**src/rtl/conv_pkg.sv**
```systemverilog
// Shared types and constants for the depthwise 3x3 MAC stage.
package conv_pkg;

    typedef enum logic [1:0] {
        LOAD  = 2'd0,
        RUN   = 2'd1,
        DRAIN = 2'd2
    } dwconv_state_t;

    localparam int TAP_COUNT = 9;

    // Unsigned activation widened by one sign bit, times a signed weight.
    function automatic int prod_width(input int data_w, input int weight_w);
        return data_w + weight_w + 1;
    endfunction

    localparam int PROD_WIDTH = prod_width(8, 8);

endpackage

```
**src/rtl/dwconv_requant.sv**
```systemverilog
// Combinational requantizer: round-half-up, arithmetic right shift, then ReLU clamp.
module dwconv_requant #(
    parameter int DATA_WIDTH = 8,
    parameter int ACC_WIDTH  = 24
) (
    input  logic signed [ACC_WIDTH-1:0]  acc,
    input  logic        [4:0]            shift_amt,
    input  logic        [DATA_WIDTH-1:0] clamp_max,
    output logic        [DATA_WIDTH-1:0] result
);

    localparam int EXT_W = ACC_WIDTH + 1;
    localparam int PAD_W = EXT_W - DATA_WIDTH;
    localparam logic [EXT_W-1:0] ONE_EXT = {{(EXT_W-1){1'b0}}, 1'b1};

    logic signed [EXT_W-1:0] round_bias_s;
    logic signed [EXT_W-1:0] rounded_s;
    logic signed [EXT_W-1:0] shifted_s;
    logic signed [EXT_W-1:0] clamp_ext_s;

    // One extra bit of headroom keeps the rounding add from wrapping.
    always_comb begin
        round_bias_s = {EXT_W{1'b0}};
        result       = {DATA_WIDTH{1'b0}};
        if (shift_amt != 5'd0) begin
            round_bias_s = ONE_EXT << (shift_amt - 5'd1);
        end else begin
            round_bias_s = {EXT_W{1'b0}};
        end
        rounded_s   = {acc[ACC_WIDTH-1], acc} + round_bias_s;
        shifted_s   = rounded_s >>> shift_amt;
        clamp_ext_s = {{PAD_W{1'b0}}, clamp_max};
        if (shifted_s[EXT_W-1]) begin
            result = {DATA_WIDTH{1'b0}};
        end else if (shifted_s > clamp_ext_s) begin
            result = clamp_max;
        end else begin
            result = shifted_s[DATA_WIDTH-1:0];
        end
    end

endmodule

```
**src/rtl/dwconv3x3_mac.sv**
```systemverilog
// Depthwise 3x3 MAC: loads one channel's kernel and bias, then streams windows
// through a 4-stage stallable pipeline to requantized 8-bit pixels.
module dwconv3x3_mac
    import conv_pkg::*;
#(
    parameter int DATA_WIDTH   = 8,
    parameter int WEIGHT_WIDTH = 8,
    parameter int ACC_WIDTH    = 24
) (
    input  logic                            clock,
    input  logic                            reset,
    input  logic [WEIGHT_WIDTH-1:0]         weight_in,
    input  logic                            weight_valid,
    output logic                            weight_ready,
    input  logic [ACC_WIDTH-1:0]            bias_in,
    input  logic [15:0]                     frame_pixels,
    input  logic [4:0]                      shift_amt,
    input  logic [DATA_WIDTH-1:0]           clamp_max,
    input  logic                            window_valid,
    input  logic [TAP_COUNT*DATA_WIDTH-1:0] window_data,
    output logic                            window_ready,
    output logic [DATA_WIDTH-1:0]           out_data,
    output logic                            out_valid,
    input  logic                            out_ready,
    output logic                            frame_done
);

    localparam int PW = prod_width(DATA_WIDTH, WEIGHT_WIDTH);
    localparam int RW = PW + 2;

    dwconv_state_t state_r;
    dwconv_state_t state_next_s;

    logic        [3:0]              idx_r;
    logic signed [WEIGHT_WIDTH-1:0] w_r [TAP_COUNT];
    logic signed [ACC_WIDTH-1:0]    bias_r;
    logic        [15:0]             frame_px_r;
    logic        [15:0]             in_count_r;
    logic        [15:0]             out_count_r;

    logic adv_s;
    logic window_ready_s;
    logic accept_s;
    logic out_hs_s;
    logic in_last_s;
    logic last_out_s;
    logic zero_frame_s;
    logic load_last_s;

    logic signed [PW-1:0]        prod_s [TAP_COUNT];
    logic signed [PW-1:0]        prod_r [TAP_COUNT];
    logic signed [RW-1:0]        row_s  [3];
    logic signed [RW-1:0]        row_r  [3];
    logic signed [ACC_WIDTH-1:0] acc_s;
    logic signed [ACC_WIDTH-1:0] acc_r;
    logic        [DATA_WIDTH-1:0] requant_s;
    logic        [DATA_WIDTH-1:0] out_data_r;
    logic                         v1_r;
    logic                         v2_r;
    logic                         v3_r;
    logic                         out_valid_r;

    // Handshake and frame-boundary decode.
    always_comb begin
        adv_s          = !out_valid_r || out_ready;
        window_ready_s = (state_r == RUN) && adv_s && (in_count_r < frame_px_r);
        accept_s       = window_valid && window_ready_s;
        out_hs_s       = out_valid_r && out_ready;
        in_last_s      = ({1'b0, in_count_r} + 17'd1) == {1'b0, frame_px_r};
        load_last_s    = (state_r == LOAD) && weight_valid && (idx_r == 4'd8);
        zero_frame_s   = (state_r == RUN) && (frame_px_r == 16'd0);
        if (out_hs_s && (state_r != LOAD)) begin
            last_out_s = ({1'b0, out_count_r} + 17'd1) == {1'b0, frame_px_r};
        end else begin
            last_out_s = 1'b0;
        end
    end

    assign weight_ready = (state_r == LOAD);
    assign window_ready = window_ready_s;
    assign out_valid    = out_valid_r;
    assign out_data     = out_data_r;
    assign frame_done   = last_out_s || zero_frame_s;

    // State register.
    always_ff @(posedge clock or posedge reset) begin
        if (reset) begin
            state_r <= LOAD;
        end else begin
            state_r <= state_next_s;
        end
    end

    // Next-state logic; finishing the frame wins over entering DRAIN.
    always_comb begin
        state_next_s = state_r;
        case (state_r)
            LOAD: begin
                if (load_last_s) begin
                    state_next_s = RUN;
                end else begin
                    state_next_s = LOAD;
                end
            end
            RUN: begin
                if (zero_frame_s || last_out_s) begin
                    state_next_s = LOAD;
                end else if (accept_s && in_last_s) begin
                    state_next_s = DRAIN;
                end else begin
                    state_next_s = RUN;
                end
            end
            DRAIN: begin
                if (last_out_s) begin
                    state_next_s = LOAD;
                end else begin
                    state_next_s = DRAIN;
                end
            end
            default: state_next_s = LOAD;
        endcase
    end

    // Kernel storage and frame counters.
    always_ff @(posedge clock or posedge reset) begin
        if (reset) begin
            idx_r       <= 4'd0;
            bias_r      <= {ACC_WIDTH{1'b0}};
            frame_px_r  <= 16'd0;
            in_count_r  <= 16'd0;
            out_count_r <= 16'd0;
            for (int i = 0; i < TAP_COUNT; i++) begin
                w_r[i] <= {WEIGHT_WIDTH{1'b0}};
            end
        end else if ((state_r == LOAD) && weight_valid) begin
            w_r[idx_r] <= weight_in;
            if (idx_r == 4'd8) begin
                idx_r       <= 4'd0;
                bias_r      <= bias_in;
                frame_px_r  <= frame_pixels;
                in_count_r  <= 16'd0;
                out_count_r <= 16'd0;
            end else begin
                idx_r <= idx_r + 4'd1;
            end
        end else begin
            if (accept_s) begin
                in_count_r <= in_count_r + 16'd1;
            end
            if (out_hs_s) begin
                out_count_r <= out_count_r + 16'd1;
            end
        end
    end

    // Tap products: activation zero-extended, weight sign-extended to the product width.
    always_comb begin
        for (int i = 0; i < TAP_COUNT; i++) begin
            prod_s[i] = $signed({{(PW-DATA_WIDTH){1'b0}}, window_data[i*DATA_WIDTH +: DATA_WIDTH]})
                      * $signed({{(PW-WEIGHT_WIDTH){w_r[i][WEIGHT_WIDTH-1]}}, w_r[i]});
        end
    end

    // Row sums and the bias-added total, all sign-extended before adding.
    always_comb begin
        for (int r = 0; r < 3; r++) begin
            row_s[r] = {{2{prod_r[3*r][PW-1]}},   prod_r[3*r]}
                     + {{2{prod_r[3*r+1][PW-1]}}, prod_r[3*r+1]}
                     + {{2{prod_r[3*r+2][PW-1]}}, prod_r[3*r+2]};
        end
        acc_s = {{(ACC_WIDTH-RW){row_r[0][RW-1]}}, row_r[0]}
              + {{(ACC_WIDTH-RW){row_r[1][RW-1]}}, row_r[1]}
              + {{(ACC_WIDTH-RW){row_r[2][RW-1]}}, row_r[2]}
              + bias_r;
    end

    dwconv_requant #(
        .DATA_WIDTH (DATA_WIDTH),
        .ACC_WIDTH  (ACC_WIDTH)
    ) u_requant (
        .acc       (acc_r),
        .shift_amt (shift_amt),
        .clamp_max (clamp_max),
        .result    (requant_s)
    );

    // Four-stage pipeline; every stage holds while the output is stalled.
    always_ff @(posedge clock or posedge reset) begin
        if (reset) begin
            v1_r        <= 1'b0;
            v2_r        <= 1'b0;
            v3_r        <= 1'b0;
            out_valid_r <= 1'b0;
            out_data_r  <= {DATA_WIDTH{1'b0}};
            acc_r       <= {ACC_WIDTH{1'b0}};
            for (int i = 0; i < TAP_COUNT; i++) begin
                prod_r[i] <= {PW{1'b0}};
            end
            for (int r = 0; r < 3; r++) begin
                row_r[r] <= {RW{1'b0}};
            end
        end else if (adv_s) begin
            v1_r        <= accept_s;
            v2_r        <= v1_r;
            v3_r        <= v2_r;
            out_valid_r <= v3_r;
            if (accept_s) begin
                for (int i = 0; i < TAP_COUNT; i++) begin
                    prod_r[i] <= prod_s[i];
                end
            end
            for (int r = 0; r < 3; r++) begin
                row_r[r] <= row_s[r];
            end
            acc_r <= acc_s;
            if (v3_r) begin
                out_data_r <= requant_s;
            end
        end
    end

endmodule
```
**config.mk**
```make
export PLATFORM = sky130hd
export DESIGN_NAME = dwconv3x3_mac
export DESIGN_NICKNAME = d
export VERILOG_FILES = /design/src/rtl/conv_pkg.sv /design/src/rtl/dwconv_requant.sv /design/src/rtl/dwconv3x3_mac.sv
export SDC_FILE = /design/constraint.sdc
export NUM_CORES = 2
export LEC_CHECK = 0
export CAP_MARGIN = 20
export CORE_MARGIN = 5
export CORE_UTILIZATION = 60
export CTS_CLUSTER_DIAMETER = 50
export DETAILED_ROUTE_END_ITERATION = 12
export PLACE_DENSITY_LB_ADDON = 0.2
export SYNTH_ARGS = -nofsm -noshare
export SYNTH_HDL_FRONTEND = slang
export SYNTH_SLANG_ARGS = --single-unit
```
**constraint.sdc**
```tcl
create_clock -name clock -period 14.8 [get_ports clock]
set_input_delay 1.48 -clock clock [delete_from_list [all_inputs] [get_ports clock]]
set_output_delay 1.48 -clock clock [all_outputs]
set_load 0.03 [all_outputs]
```
=== Yosys cells after proc, flatten, opt, wreduce, memory -nomap -nowiden ===
Index checks and enable logic that the tools add are counted.

* Shifts and indexed selects: 2
* Equal/unequal tests: 6
* Reduce and logical (&&, ||, !) cells: 24
* Add/subtract/negate cells: 16
* Multiply operators: 9
* Magnitude comparators: 4
* Multiplexer cells: 18
* Bitwise operators: 1

{| class="wikitable"
|+ Operators by type and width
! kind !! number
|-
| 9-bit by 8-bit multiplier with 17-bit output || 9
|-
| 16-bit 2-to-1 mux || 5
|-
| 72-bit bitwise mux || 1
|-
| 18-bit by 17-bit adder with 19-bit output || 3
|-
| 17-bit by 17-bit adder with 18-bit output || 3
|-
| 16-bit by 1-bit adder with 17-bit output, second input constant || 2
|-
| 17-bit by 16-bit equality test with 1-bit output || 2
|-
| 16-bit by 1-bit adder with 16-bit output, second input constant || 2
|-
| 8-bit demux with 4-bit select || 1
|-
| 25-bit adder || 1
|-
| 25-bit by 9-bit greater-than comparator with 1-bit output || 1
|-
| 25-bit 2-to-1 mux || 1
|-
| 1-bit by 5-bit left shift with 25-bit output, first input constant || 1
|-
| 25-bit by 5-bit >>> shifter with 25-bit output || 1
|-
| 24-bit adder || 1
|-
| 8-bit 2-to-1 mux || 3
|-
| 20-bit by 19-bit adder with 21-bit output || 1
|-
| 19-bit by 19-bit adder with 20-bit output || 1
|-
| 16-bit logical NOT || 1
|-
| 16-bit less-than comparator || 1
|-
| 1-bit logical AND || 10
|-
| 2-bit AND reduction || 5
|-
| 2-bit 2-to-1 mux || 3
|-
| 2-bit case mux with 3 select lines || 1
|-
| other kinds (16) || 20
|}

* Logic and storage cells: 113
* Output and inout port bits: 12
* Input bits: 138
* Bits in registers: 396

=== Depth between registers and ports, before layout ===
* Depth in word-level cells: 9
* Mapped depth: 35
* Depth with buffers taken out: 32

=== Modules after synthesis ===
From an unflattened synthesis, not the netlist that was laid out.

* Cells, all modules: 4909
* Area total of the unflattened synthesis: 45167.1 µm²

{| class="wikitable"
|+ By module, submodules not included
! module !! times used !! area each (µm²) !! seq. area each (µm²) !! cells each
|-
| dwconv3x3_mac || 1 || 41330.9 || 9909.5 || 4353
|-
| dwconv_requant || 1 || 3836.2 || 0.0 || 556
|}

=== Least setup slack after synthesis ===
OpenSTA, ideal clock, no wires.

* Kind: input-to-reg
* From: input port shift_amt[4]
* To: register out_data_r[2] (netlist: out_data[2])
* Data required time: 14.674 ns
* Arrival time: 7.438 ns
* Path slack: 7.236 ns
* Stages on the path: 33
* Path buffers: 3
* Setup time: 0.126 ns
* Cell sequence: clkbuf_1 > inv_1 > clkbuf_1 > nand2_1 > nor2_1 > ha_1 > inv_1 > fa_1 > nor2b_2 > o31a_4 > o2111ai_4 > a21o_1 > a311o_1 > o21ai_0 > a22oi_1 > or2_2 > clkbuf_1 > mux4_2 > a211oi_1 > a21o_1 > ha_1 > o21a_1 > o21a_1 > o21a_1 > o21ai_0 > nand2b_1 > a21oi_1 > nor2b_1 > o22ai_1 > nand4_1 > o21ai_4 > nor4_1 > a311o_1

* Cells in the longest elaborated chain, start to end: 8
* Elaborated cells between the ends (all ways): 9
* Those cells by class: 2 x add/sub; 1 x order compare; 2 x shift; 3 x mux; 1 x reduce/logical

{| class="wikitable"
|+ Ends and longest elaborated chain
! what !! RTL line !! text
|-
| from (decl) || dwconv3x3_mac.sv:17 || <nowiki>input logic [4:0] shift_amt,</nowiki>
|-
| 5-bit by 1-bit subtractor with 5-bit output || dwconv_requant.sv:26 || <nowiki>round_bias_s = ONE_EXT << (shift_amt - 5'd1);</nowiki>
|-
| 1-bit by 5-bit left shift with 25-bit output || dwconv_requant.sv:26 ||
|-
| 25-bit 2-to-1 mux || dwconv_requant.sv:25 || <nowiki>if (shift_amt != 5'd0) begin</nowiki>
|-
| 25-bit adder || dwconv_requant.sv:30 || <nowiki>rounded_s = {acc[ACC_WIDTH-1], acc} + round_bias_s;</nowiki>
|-
| 25-bit by 5-bit >>> shifter with 25-bit output * || dwconv_requant.sv:31 || <nowiki>shifted_s = rounded_s >>> shift_amt;</nowiki>
|-
| 25-bit by 9-bit greater-than comparator with 1-bit output || dwconv_requant.sv:35 || <nowiki>end else if (shifted_s > clamp_ext_s) begin</nowiki>
|-
| 8-bit 2-to-1 mux || dwconv_requant.sv:35 ||
|-
| 8-bit 2-to-1 mux * || dwconv_requant.sv:33 || <nowiki>if (shifted_s[EXT_W-1]) begin</nowiki>
|-
| to (signal assigned) || dwconv3x3_mac.sv:195 || <nowiki>out_data_r <= {DATA_WIDTH{1'b0}};</nowiki>
|-
| to (signal assigned) || dwconv3x3_mac.sv:218 || <nowiki>out_data_r <= requant_s;</nowiki>
|-
| to (decl) || dwconv3x3_mac.sv:57 || <nowiki>logic [DATA_WIDTH-1:0] out_data_r;</nowiki>
|}

Mark *: on every way between the ends. The rest lies on a longest branch, timed or not.
A chain may end at the register's enable or synchronous reset.

=== Worst setup path after layout ===
* From: input port shift_amt[0]
* To: register out_data_r[2] (netlist: out_data[2])

The elaborated chain is that of the path after synthesis.

==> metrics.cfg <==
[timing]
worst_slack_ns = 6.065
report.final.setup_viol = 0
worst_pin_slew_ns = 1.116
finalHoldViolCount = 0
max_freq_mhz = 114.5
drv_slew = 0
final.period_utilization_pct = 59.02
skew_ns = 0.02494
slew_headroom_pct = 25.36
min_period_ns = 8.735
rsz0062_at_grt = false
finalSetupTns_ns = 0

[floorplanning]
num_io_pins = 150
chipWidth_um = 278.9
die_area_mm2 = 0.07780
dieHeight_um = 278.9
core.rowCount = 98
coreArea_mm2 = 0.07161
start_util_pct = 60.60

[placement]
dp_slack_ns = 5.473
placedCellCount = 5710
dp.final_hpwl_um = 81700
gp_congestion = 0.8937
port_buffers = 149

[setup_path]
crit_top_cell = o21a_1
slowest_stage = ha_1
critPathKind = input port to register
critPathMaxStageDelay_ns = 0.69
required_ns = 15.27
cp-end-kind = register
cp_max_fo = 39
startpoint_type = input port
crit_arrival_ns = 9.21

[drt]
vias = 33054
drt-vias-per-instance = 5.688
drtIter0Drc = 2166
drt_pass1_iterations = 5
routedWlPerCell_um = 18.09
totalWireLength_um = 105100
drc = 0
ant_nets = 0

[synthesis]
syn_inst = 4721
netlist_area_mm2 = 0.04339
postSynthAreaPerCell_um2 = 9.191
syn-num-nets = 5802
synth_area_leaders = dfrtp_1 (23%), fa_1 (19%), ha_1 (15%), inv_1 (5.5%), nand2_1 (5.4%)
synth_warnings = 0
synth_flop_cell = dfrtp_1
yosysSeqAreaShare_pct = 22.84
synth_top_area_share_pct = 22.84
synth_edf_count = 0
ys_types = 95
synth.largest_area_cell = dfrtp_1
ys_ff_latch = 396
async_reset_ff_share_pct = 100.0

[final_layout]
fin_nets = 5899
final-instance-count-excl-fill = 5811
multi_input_area_mm2 = 0.03051
drive_gt1_share_pct = 5.679
fill_cells = 5927
seq_area_mm2 = 0.009910
area_growth_pct = 9.688

[clock_tree]
clk_latency_ns = 0.61
h-tree-depth = 2
clkTransAtPathRegs_ns = 0.06
cts_sinks = 396
cts_tree = done
hold_buffers = 0
cts-buffers-inserted = 55
cts_resized = 0
root_buffer = clkbuf_16
cts_buffer_depth = 3
post_cts_buffers = 0

[global_route]
grt_pass1_vias = 33615
grt_max_degree = 121
antenna_found_initial = 5
grt_overflow = 0
track_usage_pct = 27.33
grt_pass1_wl_um = 174100

[flow_run]
maxCapViolCount = 0

[outcome]
status = finished clean

[worst_hold_path]
min_path_type = register to register

cell families (layout without fill, tap and decap cells):
| group | after synthesis | in the layout | share of synthesized area [%] |
|---|---|---|---|
| simple gates | 1441 | 1441 | 16.00 |
| fa+ha+maj | 943 | 943 | 34.27 |
| compound gates | 812 | 812 | 11.69 |
| buf+inv | 770 | 909 | 6.906 |
| flops | 396 | 396 | 22.84 |
| xor+xnor | 209 | 209 | 4.219 |
| mux | 150 | 150 | 4.077 |
| other cells | 0 | 1 | 0 |
registers in the layout (all words and copies together), names as in the netlist, 2 cells and up:
| register | count |
|---|---|
| out_count_r | 16 |
| frame_px_r | 16 |
| row_r | 57 |
| out_data | 8 |
| acc_r | 24 |
| prod_r | 153 |
| state_r | 2 |
| bias_r | 24 |
| in_count_r | 16 |
| w_r | 72 |
| idx_r | 4 |
synthesized netlist by cell type, types with 55 or more instances:
| cell type | number |
|---|---|
| a21o_1 | 55 |
| a21oi_1 | 205 |
| and2_1 | 304 |
| clkbuf_1 | 98 |
| dfrtp_1 | 396 |
| fa_1 | 409 |
| ha_1 | 534 |
| inv_1 | 640 |
| mux2_2 | 108 |
| nand2_1 | 619 |
| nand2b_1 | 64 |
| nand3_1 | 62 |
| nor2_1 | 185 |
| o21ai_0 | 283 |
| xnor2_1 | 157 |
layout make-up:
cell class	count	area share [%]
tap	950	2.497
inverter	641	5.071
multi-input combinational	3555	64.11
sequential	396	20.82
timing repair buffer	169	3.465
clock inverter	32	0.8754
antenna	1	0.005258
clock buffer	67	3.157
worst paths after layout:
path	from	endpoint	cells after the start	slack (ns)
setup / recovery	shift_amt[0]	out_data[2]	29	6.06
hold reg to reg	v2_r	v2_r	2	0.47
setup reg to reg	acc_r[17]	out_data[2]	24	8.31
hold / removal	v2_r	v2_r	2	0.47
min in group asynchronous	reset	out_data[0]	2	1.41
max in group asynchronous	reset	row_r[23]	3	11.77
critical path: cells and delay by family:
| kind | cells | cell delay, ns |
|---|---|---|
| AO/OA/AOI/OAI | 15 | 3.54 |
| adder cells (fa/ha/maj) | 2 | 0.93 |
| AND/OR/NAND/NOR | 8 | 1.47 |
| buffers and inverters | 3 | 1.21 |
| multiplexers | 1 | 0.53 |
per-layer routing:
metal | vias to the layer above | wire length [um] | GRT usage (%) | share of wire [%]
met5 | - | 13 | 0 | 0.012
met1 | 16302 | 46540 | 37.56 | 44
li1 | 15817 | - | - | -
met2 | 732 | 49460 | 45.29 | 47
met4 | 2 | 4066 | 9.294 | 3.9
met3 | 201 | 5013 | 3.512 | 4.8
stage by stage:
stage / cell area [um^2] / hold WS [ns] / utilization [%]
2_1_floorplan: 43390 / 0.4386 / -
3_3_place_gp: 45650 / 0.4500 / 63.75
3_5_place_dp: 45670 / 0.4576 / 63.77
4_1_cts: 47590 / 0.4704 / 66.45
5_1_grt: 47600 / 0.5167 / 66.47
6_report: 47600 / 0.4657 / 66.47
layout by cell type, fill, tap and decap left out, types with 18 or more instances in the layout:
cell	n
nor2b_1	26
fa_1	409
o21a_1	29
o21ai_0	283
xor2_1	52
a21o_1	55
ha_1	534
clkdlybuf4s50_1	149
mux2i_1	32
mux2_2	108
xnor2_1	157
a21oi_1	205
a211oi_1	27
and2_1	304
nor2_1	184
o21bai_1	26
nand2_1	619
nand2b_1	63
buf_4	18
o31ai_1	53
dfrtp_1	396
nand3_1	62
clkbuf_16	56
inv_1	639
and3_1	51
nor3_1	44
Power is left out: the tool's default activity adds up to more than one toggle a clock period on the data nets, which glitch-free logic cannot reach.
